--- config.mk ---
export PLATFORM = sky130hd
export DESIGN_NAME = mvm_gen
export DESIGN_NICKNAME = d
export VERILOG_FILES = /design/src/rtl/mvm_gen.sv
export SDC_FILE = /design/constraint.sdc
export NUM_CORES = 1
export LEC_CHECK = 0
export ABC_AREA = 1
export BUFFER_PORTS_ARGS = -buffer_cell sky130_fd_sc_hd__buf_2
export CAP_MARGIN = 20
export CORE_UTILIZATION = 60
export DETAILED_ROUTE_END_ITERATION = 16
export GPL_TIMING_DRIVEN = 0
export PLACE_DENSITY = 0.77
export REMOVE_ABC_BUFFERS = 1
export SYNTH_ARGS = -nofsm -noshare
export SYNTH_HDL_FRONTEND = slang
export SYNTH_SLANG_ARGS = --single-unit
--- constraint.sdc ---
create_clock -name clk -period 11.1 [get_ports clk]
set_input_delay 0.555 -clock clk [delete_from_list [all_inputs] [get_ports clk]]
set_output_delay 0.555 -clock clk [all_outputs]
set_load 0.02 [all_outputs]
--- src/rtl/mvm_gen.sv ---
// Matrix-vector multiplier: loads a KxK signed matrix and K-vector, then emits y = M*v.
// Latency: done is sampled K*K/P+1 edges after the edge that samples start; K results follow back to back.
// Backpressure: none on the output burst; loads stall on in_valid=0 with no timeout.
//
// Ports:
//   clk, reset (async, active low)
//   loadMatrix / loadVector / start : one-cycle command pulses, honoured only in IDLE
//   in_valid, data_in               : load data (matrix row-major, vector index 0 first)
//   busy, done, out_valid, data_out : status and result stream (data_out holds between bursts)
module mvm_gen #(
  parameter int K     = 4,
  parameter int P     = 1,
  parameter int B     = 8,
  parameter int OUT_W = 2*B + $clog2(K)
) (
  input  logic                    clk,
  input  logic                    reset,
  input  logic                    loadMatrix,
  input  logic                    loadVector,
  input  logic                    start,
  input  logic                    in_valid,
  input  logic signed [B-1:0]     data_in,
  output logic                    busy,
  output logic                    done,
  output logic                    out_valid,
  output logic signed [OUT_W-1:0] data_out
);

  localparam int FW = 2*B + $clog2(K);          // full-precision accumulator width
  localparam int EW = (FW > OUT_W) ? FW : OUT_W; // common width for the saturation compare
  localparam int CH = K / P;                     // column chunks per row
  localparam int MW = $clog2(K*K);
  localparam int VW = $clog2(K);
  localparam int CW = (CH > 1) ? $clog2(CH) : 1;

  typedef enum logic [2:0] {
    S_IDLE, S_LOAD_M, S_LOAD_V, S_COMPUTE, S_DONE, S_OUTPUT
  } state_t;

  state_t                  state_q, state_d;
  logic [MW-1:0]           idx_q;
  logic [VW-1:0]           row_q, out_q;
  logic [CW-1:0]           chunk_q;
  logic                    mat_loaded_q, vec_loaded_q;
  logic signed [FW-1:0]    acc_q, acc_sum;
  logic signed [OUT_W-1:0] data_out_q;
  logic                    last_chunk, last_row;

  logic signed [B-1:0]     m_q [K*K];
  logic signed [B-1:0]     v_q [K];
  logic signed [OUT_W-1:0] y_q [K];

  // Clamp a full-precision sum into OUT_W; degenerates to sign extension when OUT_W >= FW.
  function automatic logic signed [OUT_W-1:0] sat(input logic signed [FW-1:0] a);
    logic signed [EW-1:0] ext, maxv, minv;
    ext  = EW'(a);
    maxv = {{(EW-OUT_W+1){1'b0}}, {(OUT_W-1){1'b1}}};
    minv = ~maxv;
    if (ext > maxv)      return maxv[OUT_W-1:0];
    else if (ext < minv) return minv[OUT_W-1:0];
    else                 return ext[OUT_W-1:0];
  endfunction

  assign last_chunk = (chunk_q == CW'(CH-1));
  assign last_row   = (row_q == VW'(K-1));

  // P products of the current row chunk added onto the running row sum.
  always_comb begin
    logic signed [2*B-1:0] prod;
    logic signed [FW-1:0]  prod_ext;
    int                    col;
    acc_sum  = acc_q;
    prod     = '0;
    prod_ext = '0;
    col      = 0;
    for (int p = 0; p < P; p++) begin
      col      = int'(chunk_q) * P + p;
      prod     = m_q[MW'(int'(row_q) * K + col)] * v_q[VW'(col)];
      prod_ext = {{(FW-2*B){prod[2*B-1]}}, prod};
      acc_sum  = acc_sum + prod_ext;
    end
  end

  // State register
  always_ff @(posedge clk or negedge reset) begin
    if (!reset) state_q <= S_IDLE;
    else        state_q <= state_d;
  end

  // Next state
  always_comb begin
    state_d = state_q;
    unique case (state_q)
      S_IDLE: begin
        if (loadMatrix)                                     state_d = S_LOAD_M;
        else if (loadVector)                                state_d = S_LOAD_V;
        else if (start && mat_loaded_q && vec_loaded_q)     state_d = S_COMPUTE;
      end
      S_LOAD_M:  if (in_valid && idx_q == MW'(K*K-1)) state_d = S_IDLE;
      S_LOAD_V:  if (in_valid && idx_q == MW'(K-1))   state_d = S_IDLE;
      S_COMPUTE: if (last_row && last_chunk)          state_d = S_DONE;
      S_DONE:                                         state_d = S_OUTPUT;
      S_OUTPUT:  if (out_q == VW'(K-1))               state_d = S_IDLE;
      default:                                        state_d = S_IDLE;
    endcase
  end

  // Outputs
  always_comb begin
    busy      = (state_q != S_IDLE);
    done      = (state_q == S_DONE);
    out_valid = (state_q == S_OUTPUT);
    data_out  = data_out_q;
  end

  // Control counters, operand flags and result register
  always_ff @(posedge clk or negedge reset) begin
    if (!reset) begin
      idx_q        <= '0;
      row_q        <= '0;
      chunk_q      <= '0;
      out_q        <= '0;
      mat_loaded_q <= 1'b0;
      vec_loaded_q <= 1'b0;
      acc_q        <= '0;
      data_out_q   <= '0;
    end else begin
      unique case (state_q)
        S_LOAD_M: if (in_valid) begin
          if (idx_q == MW'(K*K-1)) begin
            idx_q        <= '0;
            mat_loaded_q <= 1'b1;
          end else begin
            idx_q <= idx_q + 1'b1;
          end
        end
        S_LOAD_V: if (in_valid) begin
          if (idx_q == MW'(K-1)) begin
            idx_q        <= '0;
            vec_loaded_q <= 1'b1;
          end else begin
            idx_q <= idx_q + 1'b1;
          end
        end
        S_COMPUTE: begin
          if (last_chunk) begin
            // Row finished: its sum goes to y_q, accumulator restarts for the next row.
            acc_q   <= '0;
            chunk_q <= '0;
            row_q   <= last_row ? '0 : row_q + 1'b1;
          end else begin
            acc_q   <= acc_sum;
            chunk_q <= chunk_q + 1'b1;
          end
        end
        S_DONE: data_out_q <= y_q[0];
        S_OUTPUT: begin
          if (out_q == VW'(K-1)) begin
            out_q <= '0;
          end else begin
            out_q      <= out_q + 1'b1;
            data_out_q <= y_q[out_q + 1'b1];
          end
        end
        default: ;
      endcase
    end
  end

  // Operand and result storage; contents are don't-care after reset.
  always_ff @(posedge clk) begin
    if (state_q == S_LOAD_M && in_valid) m_q[idx_q] <= data_in;
    if (state_q == S_LOAD_V && in_valid) v_q[idx_q[VW-1:0]] <= data_in;
    if (state_q == S_COMPUTE && last_chunk) y_q[row_q] <= sat(acc_sum);
  end

endmodule
==> metrics.md, run 1 <==
| Metric | Value |
|---|---|
| Status | complete, no violations |
| Initial antenna violation count | 0 |
| Synth Area per Inst | 11.1 µm² |
| Routed vias/inst | 5.66 |
| Maximum Capacitance Violations | 0 |
| CORE AREA | 24200 µm² |
| Post-layout util | about 67% |
| CTS Buf Count | 28 |
| Register area | around 8200 µm² |
| Rows | 57 |
| Critical Path Most Common Cell | fa_1 |
| Pins Over Slew Limit | 0 |
| Final setup fails | 0 |
| Drt first pass iters | 8 |
| Post-Route WL | 30900 µm |
| Final Skew | 51.7 ps |
| Worst setup margin | 3320 ps |
| CTS tree | built |
| Setup WS pre-CTS | 3450 ps |
| Post-synthesis cell count | roughly 1300 |
| Synthesized flop and latch total | ~280 |
| DRT antenna net count | 0 |
| Fin Setup TNS | 0 ps |
| Unrepaired setup endpoints after global routing | no |
| Synth async-reset ratio | between 15 and 20% |
| Fin nets | 1509 |
| Die Y-Extent | between 150 and 200 µm |
| Routability cong. | 0.920 |
| Yosys top cell by area | edfxtp_1 |
| R2R Path Start | row_q[0] |
| Die Wd | about 160 µm |
| Ys flop type | edfxtp_1 |
| CP max stage cell | clkinv_1 |
| # fillers | 1731 |
| PostCTS Resize Cnt | 0 |
| Clk buf depth | 3 |
| Hold_ws | 305 ps |
| Hpwl dp | between 20000 and 25000 µm |
| Max FO, Critical Path | 20 |
| CP max stage delay | 860 ps |
| Mapped Area | 14800 µm² |
| First-pass GRT wire length | approximately 50000 µm |
| Synth top area share | 47.1% |
| H-tree Lvls | 1 |
| Yosys warning total | 0 |
| Antenna Cells | 0 |
| Remaining Overflow, GRT | 0 |
| CP Launch Type | flop |
| Top cells by area, synth | edfxtp_1 (47%), fa_1 (11%), dfrtp_1 (8.6%), nand2_1 (5.2%), nor2_1 (4.6%) |
| WP data arrival | 8050 ps |
| Seq/Total Area, Yosys | a little under three fifths |
| CP Data Required Time | 11370 ps |
| Crit path launch | row_q[0] |
| Setup CP Type | flop to flop |
| Worst skew pair latency | 580 ps |
| Post-route DRC | 0 |
| Initial DRC count | around 1100 |
| Drt wl/cell | 18.1 µm |
| Area growth from synthesis to layout | 9.87% |
| Largest net degree at the start of global routing | 90 |
| CP Capture Type | flop |
| Clock transition at the registers of the reported paths | 60 ps |
| Final worst path period need | ~8000 ps |
| Tightest Pin Transition | ~1000 ps |
| Slew margin rel. | between 30 and 40% |
| Post-synth EDFFs | approximately 230 |
| IO buf count | 34 |
| CTS sink cnt | 283 |
| Clk root buf | clkbuf_16 |
| I/O pin cnt | 35 |
| Die area | 25300 µm² |
| Vias in the first global route | 9719 |
| Hold Vio Cnt, Final | 0 |
| Multi-input logic area | 5580 µm² |
| Tcrit/Tclk final | 70.1% |
| Via count | between 9000 and 10000 |
| Worst Hold Class | input pin to flop |
| F_max | around 130 MHz |
| Global Route Usage Sum | 25.2% |
| Min-delay src | loadMatrix |
| Initial Util | 61.0% |
| Synth unique cells | between 40 and 50 |
| Layout cell share with drive strength beyond 1 | under 10% |
-- state kept, by name, indices dropped and copies added, names as in the netlist --
| name | flops |
|---|---|
| vec_loaded_q | 1 |
| data_out | 18 |
| v_q | 32 |
| chunk_q | 2 |
| state_q | 3 |
| out_q | 2 |
| acc_q | 18 |
| y_q | 72 |
| idx_q | 4 |
| m_q | 128 |
| mat_loaded_q | 1 |
| row_q | 2 |
-- area by class of cell --
| type | instances | share of cell area, % |
|---|---|---|
| flip-flops and latches | 283 | 50.7 |
| multi-input cells | 827 | 34.3 |
| clock buffers | 35 | 4.73 |
| inverters | 178 | 4.16 |
| well taps | 324 | 2.49 |
| repair buffers | 45 | 1.94 |
| clock inverters | 17 | 1.60 |
-- path summary, 6_finish.rpt --
kind	to	slack [ps]	depth (start not counted)
setup / recovery	y_q[0][13]	3320	25
hold / removal	state_q[1]	310	4
setup reg to reg	y_q[0][13]	3320	25
hold reg to reg	mat_loaded_q	470	1
max in group asynchronous	chunk_q[0]	9930	3
min in group asynchronous	data_out[1]	530	2
-- worst max-delay path: cells and delay by family (launching register included) --
| kind | cells | cell delay (ps) |
|---|---|---|
| AO/OA/AOI/OAI | 1 | 400 |
| adder cells (fa/ha/maj) | 6 | 2850 |
| buffers and inverters | 7 | 1220 |
| AND/OR/NAND/NOR | 11 | 2100 |
| flip-flops | 1 | 850 |
-- cells in the mapped netlist, drive strengths merged (7+ instances only) --
master	number
nor2	187
a21oi	58
o221ai	14
ha	52
or2	7
dfrtp	51
nand3	44
inv	176
nor3	8
clkbuf	15
o21ai	93
edfxtp	232
fa	80
nand2	212
o211ai	40
buf	33
-- routing by layer --
metal  share of wire, %  global-route usage [%]  up-vias
met3                7.7                    4.45       65
met5                  0                       0        -
met2                 48                    41.7      388
li1                   -                       -     4524
met4                2.6                    7.52        0
met1                 42                    34.3     4698
-- what timing repair did --
action / 4_1_cts / 5_1_grt
setup endpoints to repair: 0 / 0
hold endpoints to repair: 4 / 0
setup buffers: 0 / 0
hold buffers: 1 / 0
-- metrics by stage --
stage,area (µm²),cells
2_1_floorplan,14500,1288
3_3_place_gp,15100,1646
3_5_place_dp,15200,1655
4_1_cts,16200,1708
5_1_grt,16300,1709
6_report,16300,1709
-- logic make-up after synthesis --
group	after synthesis	share of synthesized area, %
xor gates and xnor gates	8	0.474
adders and majority gates	132	15.2
buffers and inverters	226	6.61
DFF	283	55.7
and+or+nand+nor	469	13.0
AOI/OAI and AO/OA	218	8.99
-- placed cells by master, fill, tap and decap left out, drive strengths merged, types with 7 or more instances in the layout --
cell type and count:
ha 52, dfrtp 51, nand2 212, o211ai 40, inv 177, buf 44
fa 80, o21ai 93, or2 7, nor3 8, clkinv 12, edfxtp 232
nand3 44, nor2 187, o221ai 14, clkbuf 35, a21oi 58
Power of run 1 is left out: the tool's default activity adds up to more than one toggle a clock period on the data nets, which glitch-free logic cannot reach.
==> run 2: changes to the inputs <==
ABC_AREA = 0   (was 1)
CORE_UTILIZATION = 57   (was 60)
clock period = 6.8 ns   (was 11.1 ns; I/O delays follow)
==> run 2 against run 1 <==
Against the previous run:
- sequential cell count unchanged
- core utilization down 1.6 points
- synthesized cell count down 28%
==> metrics.md, run 2 <==
| Metric | Value |
|---|---|
| CORE AREA | 24500 µm² |
| H-tree Lvls | 1 |
| CP Data Required Time | 7060 ps |
| Initial Util | about 59% |
| Layout cell share with drive strength beyond 1 | 16.3% |
| Min-delay src | loadMatrix |
| First-pass GRT wire length | about 44000 µm |
| WP data arrival | 6930 ps |
| Top cells by area, synth | edfxtp_1 (48%), fa_1 (11%), dfrtp_1 (8.9%), mux4_2 (5.3%), ha_1 (4.5%) |
| Seq/Total Area, Yosys | 57.2% |
| Multi-input logic area | 5650 µm² |
| Fin nets | between 1000 and 1500 |
| Vias in the first global route | 8196 |
| Initial DRC count | 538 |
| Yosys warning total | 0 |
| Crit Reg-Reg Endpoint | y_q[2][14] |
| Final Skew | 46.9 ps |
| R2R Path Start | chunk_q[0] |
| I/O pin cnt | 35 |
| Pins Over Slew Limit | 0 |
| Hpwl dp | 18700 µm |
| Routed vias/inst | 5.93 |
| Mapped Area | 14400 µm² |
| IO buf count | 34 |
| Die Wd | between 150 and 200 µm |
| CP Launch Type | flop |
| Via count | 8014 |
| Maximum Capacitance Violations | 0 |
| Global Route Usage Sum | 22.4% |
| Die area | 25900 µm² |
| Synth unique cells | 60 |
| Synth Area per Inst | 15.0 µm² |
| Initial antenna violation count | 0 |
| FF-to-FF setup slack | 130 ps |
| Yosys top cell by area | edfxtp_1 |
| Commonest non-fill, non-tap cell in the layout | edfxtp_1 |
| Clk root buf | clkbuf_16 |
| Most common cell in the netlist | edfxtp_1 |
| Routability cong. | 0.809 |
| Max FO, Critical Path | 18 |
| Final worst path period need | around 6700 ps |
| Worst Hold Class | input pin to flop |
| Synthesized flop and latch total | 283 |
| Rows | 57 |
| CTS Buf Count | 28 |
| Worst reg2reg path depth | 19 |
| Final setup fails | 0 |
| Drt wl/cell | 20.8 µm |
| Antenna Cells | 0 |
| Synth top area share | roughly half |
| Register area | 8250 µm² |
| Post-Route WL | 28100 µm |
| Post-synthesis cell count | 960 |
| Clock transition at the registers of the reported paths | 70 ps |
| Most frequent cells in the layout | edfxtp_1 (232), inv_1 (98), fa_1 (80) |
| Area growth from synthesis to layout | 11.3% |
| Tcrit/Tclk final | between 90% and 100% |
| Status | complete, no violations |
| Ys flop type | edfxtp_1 |
| Clk buf depth | 3 |
| Drt first pass iters | 8 |
| Post-synth EDFFs | 232 |
| Setup CP Type | flop to flop |
| Worst skew pair latency | 570 ps |
| Die Y-Extent | between 150 and 200 µm |
| CTS sink cnt | 283 |
| Synth async-reset ratio | between 10% and 20% |
| Post-route DRC | 0 |
| CTS tree | built |
| Tightest Pin Transition | 1050 ps |
| Top reg by flops | m_q |
| Largest net degree at the start of global routing | 36 |
| # fillers | 1668 |
| Top post-synthesis cells by count | edfxtp_1 (232), inv_1 (98), fa_1 (80) |
| Max FFs per register | 128 |
| Cells on Worst Hold Path | 4 |
| Slew margin rel. | just under 30% |
| Fin Setup TNS | 0 ps |
| F_max | ~150 MHz |
| Hold path endpoint | state_q[1] |
| DRT antenna net count | 0 |
| Hold Vio Cnt, Final | 0 |
| CP Capture Type | flop |
| Remaining Overflow, GRT | 0 |
-- run 2: how the worst max path moves through the flow --
stage / from / endpoint / slack (ps)
2_1_floorplan: chunk_q[0] / y_q[0][14] / -660
3_3_place_gp: chunk_q[0] / y_q[0][17] / -1790
3_5_place_dp: chunk_q[0] / y_q[2][17] / -610
4_1_cts: chunk_q[0] / y_q[0][14] / 20
5_1_grt: chunk_q[0] / y_q[0][14] / -20
6_report: chunk_q[0] / y_q[2][14] / 130
-- run 2: kinds of logic after synthesis --
group	count (synthesis)	synth area share [%]
flops	283	57.2
simple gates	192	6.72
buf+inv	138	3.99
fa+ha+maj	132	15.6
compound gates	131	6.03
mux	70	9.47
xor+xnor	14	0.947
-- run 2: critical path, stage by stage, from the launching register on --
cell and delay [ps]:
dfrtp_4 530, buf_12 200, mux4_2 540, mux4_2 600
and2_4 280, inv_1 90, fa_1 400, inv_1 100
fa_1 450, fa_1 470, fa_1 540, inv_1 50
fa_1 530, inv_1 50, ha_2 310, o21a_1 190
o31a_1 160, o211a_1 290, or3_1 370, and2_1 220
-- run 2: stage by stage --
stage	area (µm²)	util (%)	cells	setup WS, ps	hold slack, ps
floorplan	14200	-	921	-661	44.4
global placement	14800	60.2	1279	-1790	458
detailed placement	14900	60.8	1285	-607	301
CTS	15900	64.8	1340	19.6	78.0
global route	16000	65.4	1351	-15.4	107
finish	16000	65.4	1351	134	95.4
-- run 2: metal layers --
metal	wire length, µm	global-route usage (%)	vias to the layer above
met4	655	5.49	0
met2	14200	38.9	280
met3	1520	2.93	52
li1	-	-	3585
met5	0	0	-
met1	11700	30.1	4097
-- run 2: cell type report --
cell class	instances	share of cell area, %
multi-input cells	539	35.2
well taps	324	2.53
inverters	99	2.32
clock inverters	13	1.06
clock buffers	39	4.69
flip-flops and latches	283	51.4
repair buffers	54	2.75
-- run 2: what timing repair did --
action / 4_1_cts / 5_1_grt
cloned: 0 / 2
hold buffers: 1 / 0
pin swaps: 0 / 1
gates resized for setup: 7 / 6
buffers inserted: 2 / 8
hold endpoints to repair: 16 / 0
setup endpoints to repair: 50 / 30
Power of run 2 is left out for the same reason.
==> run 3: changes to the inputs <==
--- a/config.mk
+++ b/config.mk
@@ -9,5 +9,5 @@
 export BUFFER_PORTS_ARGS = -buffer_cell sky130_fd_sc_hd__buf_2
 export CAP_MARGIN = 20
-export CORE_UTILIZATION = 57
+export CORE_UTILIZATION = 60
 export DETAILED_ROUTE_END_ITERATION = 16
 export GPL_TIMING_DRIVEN = 0
==> constraint.sdc (replaced) <==
create_clock -name clk -period 8.65 [get_ports clk]
set_input_delay 0 -clock clk [delete_from_list [all_inputs] [get_ports clk]]
set_output_delay 0 -clock clk [all_outputs]
set_load 0.02 [all_outputs]
==> run 3 against run 2 <==
Against the previous run:
- core utilization is 2.9 points higher
- clock-buffer cell count shrank 7
- die area decreased by 4.9%
- sequential share of layout area shrank 0.18 points
- final area is 0.28% higher
==> metrics.md, run 3 (synthesis results as in run 2) <==
| Metric | Value |
|---|---|
| Status | complete, no violations |
| Max FO, Critical Path | 23 |
| Setup Buffers After CTS | 0 |
| CTS Buf Count | 28 |
| Slew margin rel. | 23.9% |
| Die area | ~25000 µm² |
| Worst reg2reg path depth | 18 |
| Max FFs per register | 128 |
| CP max stage cell | dfrtp_2 |
| Critical path buffers and inverters | 5 |
| Vias in the first global route | 8149 |
| Hpwl dp | 18300 µm |
| Drt first pass iters | 5 |
| Worst Hold Class | input pin to flop |
| Clk buf depth | 3 |
| Pins Over Slew Limit | 0 |
| Die Y-Extent | roughly 160 µm |
| Unrepaired setup endpoints after global routing | no |
| CP Capture Type | flop |
| Layout cell share with drive strength beyond 1 | 14.8% |
| WP data arrival | 7850 ps |
| DRT antenna net count | 0 |
| Fin Setup TNS | 0 ps |
| Via count | 7922 |
| H-tree Lvls | 1 |
| I/O pin cnt | 35 |
| Initial DRC count | 587 |
| Global Route Usage Sum | around 24% |
| CTS tree | built |
| Top reg by flops | m_q |
| Tcrit/Tclk final | 87.7% |
| Maximum Capacitance Violations | 0 |
| Routability cong. | 0.807 |
| Worst skew pair latency | between 500 and 600 ps |
| Antenna Cells | 0 |
| Crit path max-delay family | adder cells |
| Initial antenna violation count | 0 |
| CTS sink cnt | 283 |
| Final Skew | 56.5 ps |
| Hold Vio Cnt, Final | 0 |
| Setup CP Type | flop to flop |
| Most frequent cells in the layout | edfxtp_1 (232), inv_1 (98), fa_1 (80) |
| Routed vias/inst | 5.87 |
| Clock transition at the registers of the reported paths | about 60 ps |
| CP Launch Type | flop |
| Area growth from synthesis to layout | 11.6% |
| Remaining Overflow, GRT | 0 |
| IO buf count | 34 |
| CP Data Required Time | ~8900 ps |
| Largest net degree at the start of global routing | 38 |
| Final worst path period need | 7590 ps |
| First-pass GRT wire length | 44800 µm |
| Critical Path Stages | 18 |
| Initial Util | 61.2% |
| Drt wl/cell | 20.7 µm |
| Critical Path Most Common Cell | fa_1 |
| CP max stage delay | 820 ps |
| Post-Route WL | 27900 µm |
| Clk root buf | clkbuf_16 |
| CORE AREA | 23500 µm² |
| Commonest non-fill, non-tap cell in the layout | edfxtp_1 |
| Final setup fails | 0 |
| Die Wd | 157 µm |
| Tightest Pin Transition | between 1000 and 1500 ps |
| CP cell instances | buf_12 > mux4_2 > mux4_2 > and2_1 > inv_1 > fa_1 > inv_1 > fa_1 > fa_1 > fa_1 > inv_1 > fa_1 > inv_1 > ha_1 > nand4_1 > a2111oi_0 > o21ai_0 > and2_1 |
| Fin nets | 1155 |
| Cells on Worst Hold Path | 3 |
| Rows | 56 |
| F_max | 132 MHz |
| Post-route DRC | 0 |
[run 3: changes by cell type in the layout (fill, tap and decap cells not counted), sizes merged]
cell,change
dlygate4sd3,+15
buf,-9
clkbuf,-9
clkinv,+4
bufinv,+3
clkinvlp,-1
inv,+1
[run 3: worst paths after layout]
check	endpoint	slack (ps)	startpoint
worst max-delay path	y_q[0][17]	1060	chunk_q[0]
worst min-delay path	vec_loaded_q	300	in_valid
worst max register to register	y_q[0][17]	1060	chunk_q[0]
worst min register to register	data_out[17]	470	data_out[17]
max in group asynchronous	data_out[15]	6680	reset
min in group asynchronous	data_out[12]	400	reset
[run 3: area by class of cell]
type | instances | area, µm²
Clock buffer | 32 | 716
Clock inverter | 20 | 282
Fill cell | 1554 | 7460
Inverter | 99 | 372
Multi-Input combinational cell | 539 | 5620
Sequential cell | 283 | 8250
Tap cell | 319 | 399
Timing Repair Buffer | 58 | 454
[run 3: what timing repair did]
action,CTS,global route
hold endpoints to repair,221,0
hold buffers,16,0
gates resized for setup,0,0
[run 3: through the flow]
| step | cells | utilization (%) | hold slack [ps] | setup slack (ps) | cell area [µm²] |
|---|---|---|---|---|---|
| after global placement | 1274 | 62.8 | 322 | 23.6 | 14800 |
| after detailed placement | 1281 | 63.4 | 25.9 | 1050 | 14900 |
| after CTS | 1349 | 68.3 | 278 | 1050 | 16100 |
| after floorplan | 921 | - | -296 | 1190 | 14200 |
| final | 1350 | 68.3 | 305 | 1060 | 16100 |
| after global routing | 1350 | 68.3 | 335 | 773 | 16100 |
[run 3: worst register-to-register path, delay by kind of cell, from the launching register on]
kind            cells  cell delay [ps]
fa+ha+maj           6             2770
flops               1              820
compound gates      2              940
simple gates        3              910
buf+inv             5              670
mux                 2             1210
[run 3: layer usage]
layer / vias to the layer above / part of all wire (%) / GRT usage [%]
met4: 0 / 1.8 / 6.07
met2: 263 / 50 / 41.7
met5: - / 0 / 0
met3: 41 / 5.2 / 2.86
li1: 3588 / - / -
met1: 4030 / 43 / 33.5
Power of run 3 is left out for the same reason.
